File: src/rtl/mem_main_arbiter_pkg.sv
// Shared types and constants for the main-memory arbiter.
package mem_arb_pkg;

  typedef enum logic [1:0] {
    IDLE  = 2'd0,
    ISSUE = 2'd1,
    WAIT  = 2'd2,
    RESP  = 2'd3
  } arb_state_t;

  // Transaction owner: 0-3 select an RT core, 4 is the memory controller.
  typedef logic [2:0] owner_t;

  localparam owner_t OWNER_MC = 3'd4;
  localparam int     NUM_RT   = 4;

  // One-hot RT select for an RT owner id (upper owner bit is ignored).
  function automatic logic [NUM_RT-1:0] owner_onehot(input owner_t owner);
    logic [NUM_RT-1:0] oh;
    oh = 4'b0001 << owner[1:0];
    return oh;
  endfunction

endpackage

File: src/rtl/mem_main_arbiter_if.sv
// Client (RT/MC) and main-memory bus bundle seen by the arbiter.
// slave  : the arbiter's view (requests and memory completion come in).
// master : the environment's view (clients and memory drive these).
interface mem_main_arbiter_if #(
  parameter int AW = 32,
  parameter int DW = 32
);
  import mem_arb_pkg::*;

  logic [NUM_RT-1:0]         rt_req;
  logic [NUM_RT-1:0]         rt_we;
  logic [NUM_RT-1:0][AW-1:0] rt_addr;
  logic [NUM_RT-1:0][DW-1:0] rt_wdata;
  logic [NUM_RT-1:0]         rt_gnt;
  logic [NUM_RT-1:0]         rt_rvalid;
  logic                      mc_req;
  logic [AW-1:0]             mc_addr;
  logic                      mc_gnt;
  logic                      mc_rvalid;
  logic [DW-1:0]             rdata;
  logic                      err;
  logic                      mem_en;
  logic                      mem_we;
  logic [AW-1:0]             mem_addr;
  logic [DW-1:0]             mem_wdata;
  logic [DW-1:0]             mem_rdata;
  logic                      mem_rdy;

  modport slave (
    input  rt_req, rt_we, rt_addr, rt_wdata, mc_req, mc_addr, mem_rdata, mem_rdy,
    output rt_gnt, rt_rvalid, mc_gnt, mc_rvalid, rdata, err,
           mem_en, mem_we, mem_addr, mem_wdata
  );

  modport master (
    output rt_req, rt_we, rt_addr, rt_wdata, mc_req, mc_addr, mem_rdata, mem_rdy,
    input  rt_gnt, rt_rvalid, mc_gnt, mc_rvalid, rdata, err,
           mem_en, mem_we, mem_addr, mem_wdata
  );

endinterface

File: src/rtl/mem_main_arbiter_rr_arbiter4.sv
// Four-way round-robin picker: first asserted request at or after ptr,
// wrapping 3->0. Purely combinational.
module rr_arbiter4 (
  input  logic [3:0] req,
  input  logic [1:0] ptr,
  output logic [3:0] gnt,
  output logic [1:0] idx,
  output logic       any
);

  logic [1:0] pos_s;

  // Scan from ptr upward and keep the first hit.
  always_comb begin
    gnt   = 4'b0000;
    idx   = 2'd0;
    any   = 1'b0;
    pos_s = ptr;
    for (int k = 0; k < 4; k++) begin
      pos_s = ptr + 2'(k);
      if (!any && req[pos_s]) begin
        any        = 1'b1;
        idx        = pos_s;
        gnt[pos_s] = 1'b1;
      end else begin
        // an earlier position already won, or this one is idle
        any = any;
      end
    end
  end

endmodule

File: src/rtl/mem_main_arbiter.sv
// Main-memory arbiter: shares one memory port between four RT cores and the
// MC read path, one transaction in flight. IDLE->ISSUE->WAIT->RESP->IDLE.
// The MC normally wins, but after MC_MAX consecutive MC grants with an RT
// request waiting, one RT request is served. All outputs are registered.
module mem_main_arbiter
  import mem_arb_pkg::*;
#(
  parameter int AW      = 32,
  parameter int DW      = 32,
  parameter int MC_MAX  = 4,
  parameter int TIMEOUT = 64
) (
  input  logic                 clk,
  input  logic                 rst_n,
  mem_main_arbiter_if.slave    bus
);

  localparam int SW = (MC_MAX > 0)  ? $clog2(MC_MAX + 1) : 1;
  localparam int TW = (TIMEOUT > 1) ? $clog2(TIMEOUT)    : 1;

  // State and bookkeeping registers
  arb_state_t        state_r,     state_nxt_s;
  logic [1:0]        rr_ptr_r,    rr_ptr_nxt_s;
  logic [SW-1:0]     mc_streak_r, mc_streak_nxt_s;
  logic [TW-1:0]     tmo_cnt_r,   tmo_cnt_nxt_s;
  owner_t            owner_r,     owner_nxt_s;
  logic              we_r,        we_nxt_s;

  // Output registers
  logic [NUM_RT-1:0] rt_gnt_r,    rt_gnt_nxt_s;
  logic [NUM_RT-1:0] rt_rvalid_r, rt_rvalid_nxt_s;
  logic              mc_gnt_r,    mc_gnt_nxt_s;
  logic              mc_rvalid_r, mc_rvalid_nxt_s;
  logic [DW-1:0]     rdata_r,     rdata_nxt_s;
  logic              err_r,       err_nxt_s;
  logic              mem_en_r,    mem_en_nxt_s;
  logic              mem_we_r,    mem_we_nxt_s;
  logic [AW-1:0]     mem_addr_r,  mem_addr_nxt_s;
  logic [DW-1:0]     mem_wdata_r, mem_wdata_nxt_s;

  // Round-robin picker over the RT requests
  logic [NUM_RT-1:0] rr_gnt_s;
  logic [1:0]        rr_idx_s;
  logic              rr_any_s;
  logic              mc_win_s;
  logic              streak_full_s;

  rr_arbiter4 u_rr (
    .req (bus.rt_req),
    .ptr (rr_ptr_r),
    .gnt (rr_gnt_s),
    .idx (rr_idx_s),
    .any (rr_any_s)
  );

  // MC priority is suspended only when it has used up its streak and an RT waits.
  always_comb begin
    streak_full_s = (mc_streak_r == SW'(MC_MAX));
    mc_win_s      = bus.mc_req && !(streak_full_s && (|bus.rt_req));
  end

  // Next-state and next-output logic; holding registers keep their value by
  // default, pulses default to zero.
  always_comb begin
    state_nxt_s     = state_r;
    rr_ptr_nxt_s    = rr_ptr_r;
    mc_streak_nxt_s = mc_streak_r;
    tmo_cnt_nxt_s   = tmo_cnt_r;
    owner_nxt_s     = owner_r;
    we_nxt_s        = we_r;
    rt_gnt_nxt_s    = {NUM_RT{1'b0}};
    rt_rvalid_nxt_s = {NUM_RT{1'b0}};
    mc_gnt_nxt_s    = 1'b0;
    mc_rvalid_nxt_s = 1'b0;
    rdata_nxt_s     = rdata_r;
    err_nxt_s       = 1'b0;
    mem_en_nxt_s    = 1'b0;
    mem_we_nxt_s    = 1'b0;
    mem_addr_nxt_s  = mem_addr_r;
    mem_wdata_nxt_s = mem_wdata_r;

    case (state_r)
      IDLE: begin
        if (mc_win_s) begin
          state_nxt_s     = ISSUE;
          owner_nxt_s     = OWNER_MC;
          we_nxt_s        = 1'b0;
          mc_gnt_nxt_s    = 1'b1;
          mem_en_nxt_s    = 1'b1;
          mem_we_nxt_s    = 1'b0;
          mem_addr_nxt_s  = bus.mc_addr;
          mem_wdata_nxt_s = {DW{1'b0}};
          mc_streak_nxt_s = streak_full_s ? mc_streak_r : mc_streak_r + SW'(1);
        end else if (rr_any_s) begin
          state_nxt_s     = ISSUE;
          owner_nxt_s     = {1'b0, rr_idx_s};
          we_nxt_s        = bus.rt_we[rr_idx_s];
          rt_gnt_nxt_s    = rr_gnt_s;
          mem_en_nxt_s    = 1'b1;
          mem_we_nxt_s    = bus.rt_we[rr_idx_s];
          mem_addr_nxt_s  = bus.rt_addr[rr_idx_s];
          mem_wdata_nxt_s = bus.rt_wdata[rr_idx_s];
          rr_ptr_nxt_s    = rr_idx_s + 2'd1;
          mc_streak_nxt_s = {SW{1'b0}};
        end else begin
          state_nxt_s = IDLE;
        end
      end

      ISSUE: begin
        state_nxt_s   = WAIT;
        tmo_cnt_nxt_s = {TW{1'b0}};
      end

      WAIT: begin
        // A completion on the last allowed cycle still counts as success.
        if (bus.mem_rdy) begin
          state_nxt_s = RESP;
          rdata_nxt_s = we_r ? {DW{1'b0}} : bus.mem_rdata;
          err_nxt_s   = 1'b0;
          if (owner_r == OWNER_MC) begin
            mc_rvalid_nxt_s = 1'b1;
          end else begin
            rt_rvalid_nxt_s = owner_onehot(owner_r);
          end
        end else if (tmo_cnt_r == TW'(TIMEOUT - 1)) begin
          state_nxt_s = RESP;
          rdata_nxt_s = {DW{1'b0}};
          err_nxt_s   = 1'b1;
          if (owner_r == OWNER_MC) begin
            mc_rvalid_nxt_s = 1'b1;
          end else begin
            rt_rvalid_nxt_s = owner_onehot(owner_r);
          end
        end else begin
          tmo_cnt_nxt_s = tmo_cnt_r + TW'(1);
        end
      end

      RESP: begin
        state_nxt_s = IDLE;
      end

      default: begin
        state_nxt_s = IDLE;
      end
    endcase
  end

  // State, bookkeeping and output registers; reset drops any open transaction.
  always_ff @(posedge clk or negedge rst_n) begin
    if (!rst_n) begin
      state_r     <= IDLE;
      rr_ptr_r    <= 2'd0;
      mc_streak_r <= {SW{1'b0}};
      tmo_cnt_r   <= {TW{1'b0}};
      owner_r     <= 3'd0;
      we_r        <= 1'b0;
      rt_gnt_r    <= {NUM_RT{1'b0}};
      rt_rvalid_r <= {NUM_RT{1'b0}};
      mc_gnt_r    <= 1'b0;
      mc_rvalid_r <= 1'b0;
      rdata_r     <= {DW{1'b0}};
      err_r       <= 1'b0;
      mem_en_r    <= 1'b0;
      mem_we_r    <= 1'b0;
      mem_addr_r  <= {AW{1'b0}};
      mem_wdata_r <= {DW{1'b0}};
    end else begin
      state_r     <= state_nxt_s;
      rr_ptr_r    <= rr_ptr_nxt_s;
      mc_streak_r <= mc_streak_nxt_s;
      tmo_cnt_r   <= tmo_cnt_nxt_s;
      owner_r     <= owner_nxt_s;
      we_r        <= we_nxt_s;
      rt_gnt_r    <= rt_gnt_nxt_s;
      rt_rvalid_r <= rt_rvalid_nxt_s;
      mc_gnt_r    <= mc_gnt_nxt_s;
      mc_rvalid_r <= mc_rvalid_nxt_s;
      rdata_r     <= rdata_nxt_s;
      err_r       <= err_nxt_s;
      mem_en_r    <= mem_en_nxt_s;
      mem_we_r    <= mem_we_nxt_s;
      mem_addr_r  <= mem_addr_nxt_s;
      mem_wdata_r <= mem_wdata_nxt_s;
    end
  end

  assign bus.rt_gnt    = rt_gnt_r;
  assign bus.rt_rvalid = rt_rvalid_r;
  assign bus.mc_gnt    = mc_gnt_r;
  assign bus.mc_rvalid = mc_rvalid_r;
  assign bus.rdata     = rdata_r;
  assign bus.err       = err_r;
  assign bus.mem_en    = mem_en_r;
  assign bus.mem_we    = mem_we_r;
  assign bus.mem_addr  = mem_addr_r;
  assign bus.mem_wdata = mem_wdata_r;

endmodule

File: src/flat_wrapper.sv
// flat-port wrapper written by rule: the top's interface ports become plain ports
module mem_main_arbiter_flat import mem_arb_pkg::*;
#(
  parameter int AW      = 32,
  parameter int DW      = 32,
  parameter int MC_MAX  = 4,
  parameter int TIMEOUT = 64
)
  (clk, rst_n, bus_rt_req, bus_rt_we, bus_rt_addr, bus_rt_wdata, bus_mc_req, bus_mc_addr, bus_mem_rdata, bus_mem_rdy, bus_rt_gnt, bus_rt_rvalid, bus_mc_gnt, bus_mc_rvalid, bus_rdata, bus_err, bus_mem_en, bus_mem_we, bus_mem_addr, bus_mem_wdata);
  mem_main_arbiter_if #(.AW(AW), .DW(DW)) bus_i ();
  input  logic clk;
  input  logic rst_n;
  input wire logic [$bits(bus_i.rt_req)-1:0] bus_rt_req;
  input wire logic [$bits(bus_i.rt_we)-1:0] bus_rt_we;
  input wire logic [$bits(bus_i.rt_addr)-1:0] bus_rt_addr;
  input wire logic [$bits(bus_i.rt_wdata)-1:0] bus_rt_wdata;
  input wire logic [$bits(bus_i.mc_req)-1:0] bus_mc_req;
  input wire logic [$bits(bus_i.mc_addr)-1:0] bus_mc_addr;
  input wire logic [$bits(bus_i.mem_rdata)-1:0] bus_mem_rdata;
  input wire logic [$bits(bus_i.mem_rdy)-1:0] bus_mem_rdy;
  output wire logic [$bits(bus_i.rt_gnt)-1:0] bus_rt_gnt;
  output wire logic [$bits(bus_i.rt_rvalid)-1:0] bus_rt_rvalid;
  output wire logic [$bits(bus_i.mc_gnt)-1:0] bus_mc_gnt;
  output wire logic [$bits(bus_i.mc_rvalid)-1:0] bus_mc_rvalid;
  output wire logic [$bits(bus_i.rdata)-1:0] bus_rdata;
  output wire logic [$bits(bus_i.err)-1:0] bus_err;
  output wire logic [$bits(bus_i.mem_en)-1:0] bus_mem_en;
  output wire logic [$bits(bus_i.mem_we)-1:0] bus_mem_we;
  output wire logic [$bits(bus_i.mem_addr)-1:0] bus_mem_addr;
  output wire logic [$bits(bus_i.mem_wdata)-1:0] bus_mem_wdata;
  assign bus_i.rt_req = bus_rt_req;
  assign bus_i.rt_we = bus_rt_we;
  assign bus_i.rt_addr = bus_rt_addr;
  assign bus_i.rt_wdata = bus_rt_wdata;
  assign bus_i.mc_req = bus_mc_req;
  assign bus_i.mc_addr = bus_mc_addr;
  assign bus_i.mem_rdata = bus_mem_rdata;
  assign bus_i.mem_rdy = bus_mem_rdy;
  assign bus_rt_gnt = bus_i.rt_gnt;
  assign bus_rt_rvalid = bus_i.rt_rvalid;
  assign bus_mc_gnt = bus_i.mc_gnt;
  assign bus_mc_rvalid = bus_i.mc_rvalid;
  assign bus_rdata = bus_i.rdata;
  assign bus_err = bus_i.err;
  assign bus_mem_en = bus_i.mem_en;
  assign bus_mem_we = bus_i.mem_we;
  assign bus_mem_addr = bus_i.mem_addr;
  assign bus_mem_wdata = bus_i.mem_wdata;
  mem_main_arbiter #(.AW(AW), .DW(DW), .MC_MAX(MC_MAX), .TIMEOUT(TIMEOUT)) u_core (.clk(clk), .rst_n(rst_n), .bus(bus_i));
endmodule
File: config.mk
export PLATFORM = sky130hd
export DESIGN_NAME = mem_main_arbiter_flat
export DESIGN_NICKNAME = d
export VERILOG_FILES = /design/src/rtl/mem_main_arbiter_pkg.sv /design/src/rtl/mem_main_arbiter_if.sv /design/src/rtl/mem_main_arbiter_rr_arbiter4.sv /design/src/rtl/mem_main_arbiter.sv /design/src/flat_wrapper.sv
export SDC_FILE = /design/constraint.sdc
export NUM_CORES = 1
export LEC_CHECK = 0
export BUFFER_PORTS_ARGS = -buffer_cell sky130_fd_sc_hd__buf_2
export CORE_AREA = 2 2 170 172
export DETAILED_ROUTE_END_ITERATION = 6
export DIE_AREA = 0 0 172 174
export HOLD_SLACK_MARGIN = 0.15
export SLEW_MARGIN = 10
export SYNTH_ARGS = -nofsm -noshare
export SYNTH_HDL_FRONTEND = slang
export SYNTH_SLANG_ARGS = --single-unit
File: constraint.sdc
create_clock -name clk -period 4.5 [get_ports clk]
set_clock_uncertainty 0.15 [all_clocks]
set_input_delay 0.45 -clock clk [delete_from_list [all_inputs] [get_ports clk]]
set_output_delay 0.45 -clock clk [all_outputs]
set_load 0.005 [all_outputs]
==> run metrics <==
run status=finished clean; vias in the first global route=9,554; core region area=28,200 um2; 1st-iter DRT viols=736; number of warnings printed during yosys synthesis=0; count of maximum capacitance violations=0; Max FO, Critical Path=53; relative slew slack=0.223; post-synthesis adder-cell area fraction=0.0223; DRC violation count after routing=0; starting density of the core=0.298; required time at the worst-slack endpoint=4.62 ns; post-detailed-route count of antenna-violating nets=0; pin count of the biggest net entering global routing=94; Area Growth Syn to Fin=40.2%; Syn Nets=1,284; total global routing overflow=0; maximum number of buffers from clock root to sink=2; number of primary I/O pins=441; antenna violations before repair=2; wire length of the first global-routing pass=52,000 um; clock latency of the later-clocked register in the worst-skew pair=0.42 ns; Worst Setup Start Kind=flop; async set-or-reset flop fraction in the synthesized netlist=1.00; Die Area=29,900 um2; synthesized-area fraction occupied by ao, oa, aoi and oai cells=0.295; IO Port Bufs=440; std cell rows=62; CP arrival=3.75 ns; f_max=276 MHz; total via count after detailed routing=9,353; CTS hold repair buffers=33; average routed wire per standard cell=19.4 um; library cell used as clock root buffer=clkbuf_16; final critical-path share of the clock period=0.806; number of inserted diodes=0; final setup violation count=0; number of levels the H-tree was split into=4; dominant combinational cell family by area after synthesis=compound AO/OA/AOI/OAI gates; die height=174 um; count of final max-slew check failures=0; setup repair after global routing missed its margin=false; kind of critical path=reg -> reg; EDFF count, synth=0; Post-layout nets=1,705; average size of a mapped cell=8.99 um2; Slowest cell on crit path=mux4_2; simple logic cell fraction of the synthesized area=0.151; area taken by multi-input logic gates=4840 um2; register area=3150 um2; proportion of layout cells with a drive suffix above 1=0.372; sequential share of the synthesized area=0.374; Routability Congestion=0.854; cells resized by post-CTS repair=0; capturing element type of the critical path=flop; fillers=2,899; path class of the lowest-slack min-delay path=in -> reg; post-route core utilization=0.418; Worst IR Drop VDD=0.000514 V; Hold WS=0.191 ns; overall fraction of global-route tracks in use=0.222; final WL=34,100 um; post-synthesis register bit count=126; clock tree from TritonCTS=yes; register clock-pin slew on the reported worst setup and hold paths=0.07 ns; number of sinks on the clock net=126; number of vias per cell=5.33; synthesized area=8420 um2; drt first pass iters=5; power density over the cells=637 nW/um2; post-synthesis xor/xnor area fraction=0.00624; Final min period=3.63 ns; slew at the pin closest to its max-slew limit=1.17 ns; critical-path cell list=inv_1 > ha_1 > mux4_2 > nand2b_1 > nand4_2 > and2_4 > buf_12 > mux2i_1 > o221ai_1; static leakage power=6.21 nW; main flop type after synthesis=dfrtp_1; number of hold violations in the final report=0; Max stage delay on crit path=0.62 ns; CTS buffer count=17; number of post-CTS setup repair buffers=0; post-synthesis instance total=937; post-detail-place hpwl=23,300 um; setup TNS after final layout=0 ns; library cells used by synthesis=57; post-synthesis mux area share=0.0946; chip width=172 um
==> layer usage <==
metal / global-route usage / up-vias / share of wire
met4: 0.0830 / 0 / 0.030
met1: 0.275 / 4431 / 0.41
met2: 0.376 / 487 / 0.48
li1: - / 4370 / -
met3: 0.0474 / 65 / 0.081
met5: 0 / - / 0
==> through the flow <==
| step | instances | power [mW] | cell area (um2) | worst slack, ns |
|---|---|---|---|---|
| floorplan | 937 | 4.75 | 8420 | 0.687 |
| global placement | 1690 | 6.04 | 10900 | 1.04 |
| detailed placement | 1690 | 6.09 | 10900 | 0.886 |
| CTS | 1755 | 7.58 | 11800 | 0.864 |
| global route | 1755 | 8.08 | 11800 | 0.620 |
| finish | 1755 | 7.52 | 11800 | 0.873 |
==> where the power goes <==
part / switching, mW / internal, mW / leakage, nW
registers: 0.258 / 1.57 / 1.63
logic: 2.51 / 1.77 / 4.29
clock network: 0.622 / 0.791 / 0.285
total: 3.39 / 4.13 / 6.21
==> final cells by class <==
| cell class | count | share of cell area |
|---|---|---|
| clock buffer | 17 | 0.0360 |
| inverter | 10 | 0.00318 |
| sequential | 126 | 0.267 |
| multi-input combinational | 710 | 0.410 |
| tap | 384 | 0.0407 |
| timing repair buffer | 493 | 0.230 |
| clock inverter | 15 | 0.0138 |
==> cell usage after synthesis, drive strengths merged (2+ instances only) <==
cell type    n  area share
nand2      145       0.065
dfrtp      126        0.37
o21ai       76       0.046
and3        68       0.051
mux2i       68       0.081
clkbuf      64       0.029
o221ai      34       0.035
a21o        33       0.029
a2111oi     32       0.033
a211oi      32       0.029
a21boi      32       0.029
a21oi       32       0.019
a22o        32       0.033
o211ai      32       0.029
buf         27       0.023
nor2        20      0.0092
ha          15       0.022
inv         10      0.0045
nand3        5      0.0030
a221oi       4      0.0042
a22oi        4      0.0036
mux2         4      0.0053
nand2b       4      0.0030
nand4        4      0.0037
xor2         4      0.0042
and2         3      0.0022
mux4         3      0.0080
nor2b        3      0.0025
nand4b       2      0.0021
nor3         2      0.0018
nor4         2      0.0015
xnor2        2      0.0021
==> cells by family after synthesis <==
| group | after synthesis |
|---|---|
| AO/OA/AOI/OAI | 349 |
| XOR/XNOR | 6 |
| adder cells (fa/ha/maj) | 15 |
| buffers and inverters | 101 |
| flip-flops | 126 |
| multiplexers | 75 |
| AND/OR/NAND/NOR | 265 |
==> registers in the layout, summed over array words and instances, names as in the netlist, 3 cells and up <==
register,cells
u_core.bus.mem_addr,32
u_core.bus.mem_wdata,32
u_core.bus.rdata,32
u_core.tmo_cnt_r,6
u_core.bus.rt_gnt,4
u_core.bus.rt_rvalid,4
u_core.mc_streak_r,3
u_core.owner_r,3
==> final timing paths <==
path / cells past startpoint / startpoint / slack, ns / to
worst max-delay path: 9 / u_core.rr_ptr_r[1] / 0.87 / u_core.bus.mem_addr[4]
max in group asynchronous: 3 / rst_n / 2.57 / u_core.bus.mem_addr[24]
min in group asynchronous: 2 / rst_n / 0.54 / u_core.bus.mem_addr[16]
worst max register to register: 9 / u_core.rr_ptr_r[1] / 0.87 / u_core.bus.mem_addr[4]
worst min register to register: 2 / u_core.bus.mem_addr[0] / 0.33 / u_core.bus.mem_addr[0]
worst min-delay path: 3 / bus_rt_wdata[44] / 0.19 / u_core.bus.mem_wdata[12]
==> worst max-delay path: cells and delay by family (launching register included) <==
family	cells	cell delay [ns]
adders and majority gates	1	0.45
AOI/OAI and AO/OA	1	0.15
buffers and inverters	2	0.61
muxes	2	0.91
DFF	1	0.49
and+or+nand+nor	3	0.65
==> layout by cell type (no fill, tap or decap), types with 5 or more instances in the layout <==
cell type,count
a21oi_1,32
a2111oi_0,32
o21ai_0,72
mux2i_1,67
clkbuf_16,17
a21o_1,33
a21boi_0,32
nand2_1,145
o211ai_1,32
a211oi_1,32
inv_6,6
inv_8,5
nor2_1,19
dlygate4sd3_1,33
buf_4,18
a22o_1,32
and3_1,68
inv_1,10
o221ai_1,34
buf_2,439
ha_1,15
nand3_1,5
dfrtp_1,125
Note: power is estimated with default switching activity, not from simulation.
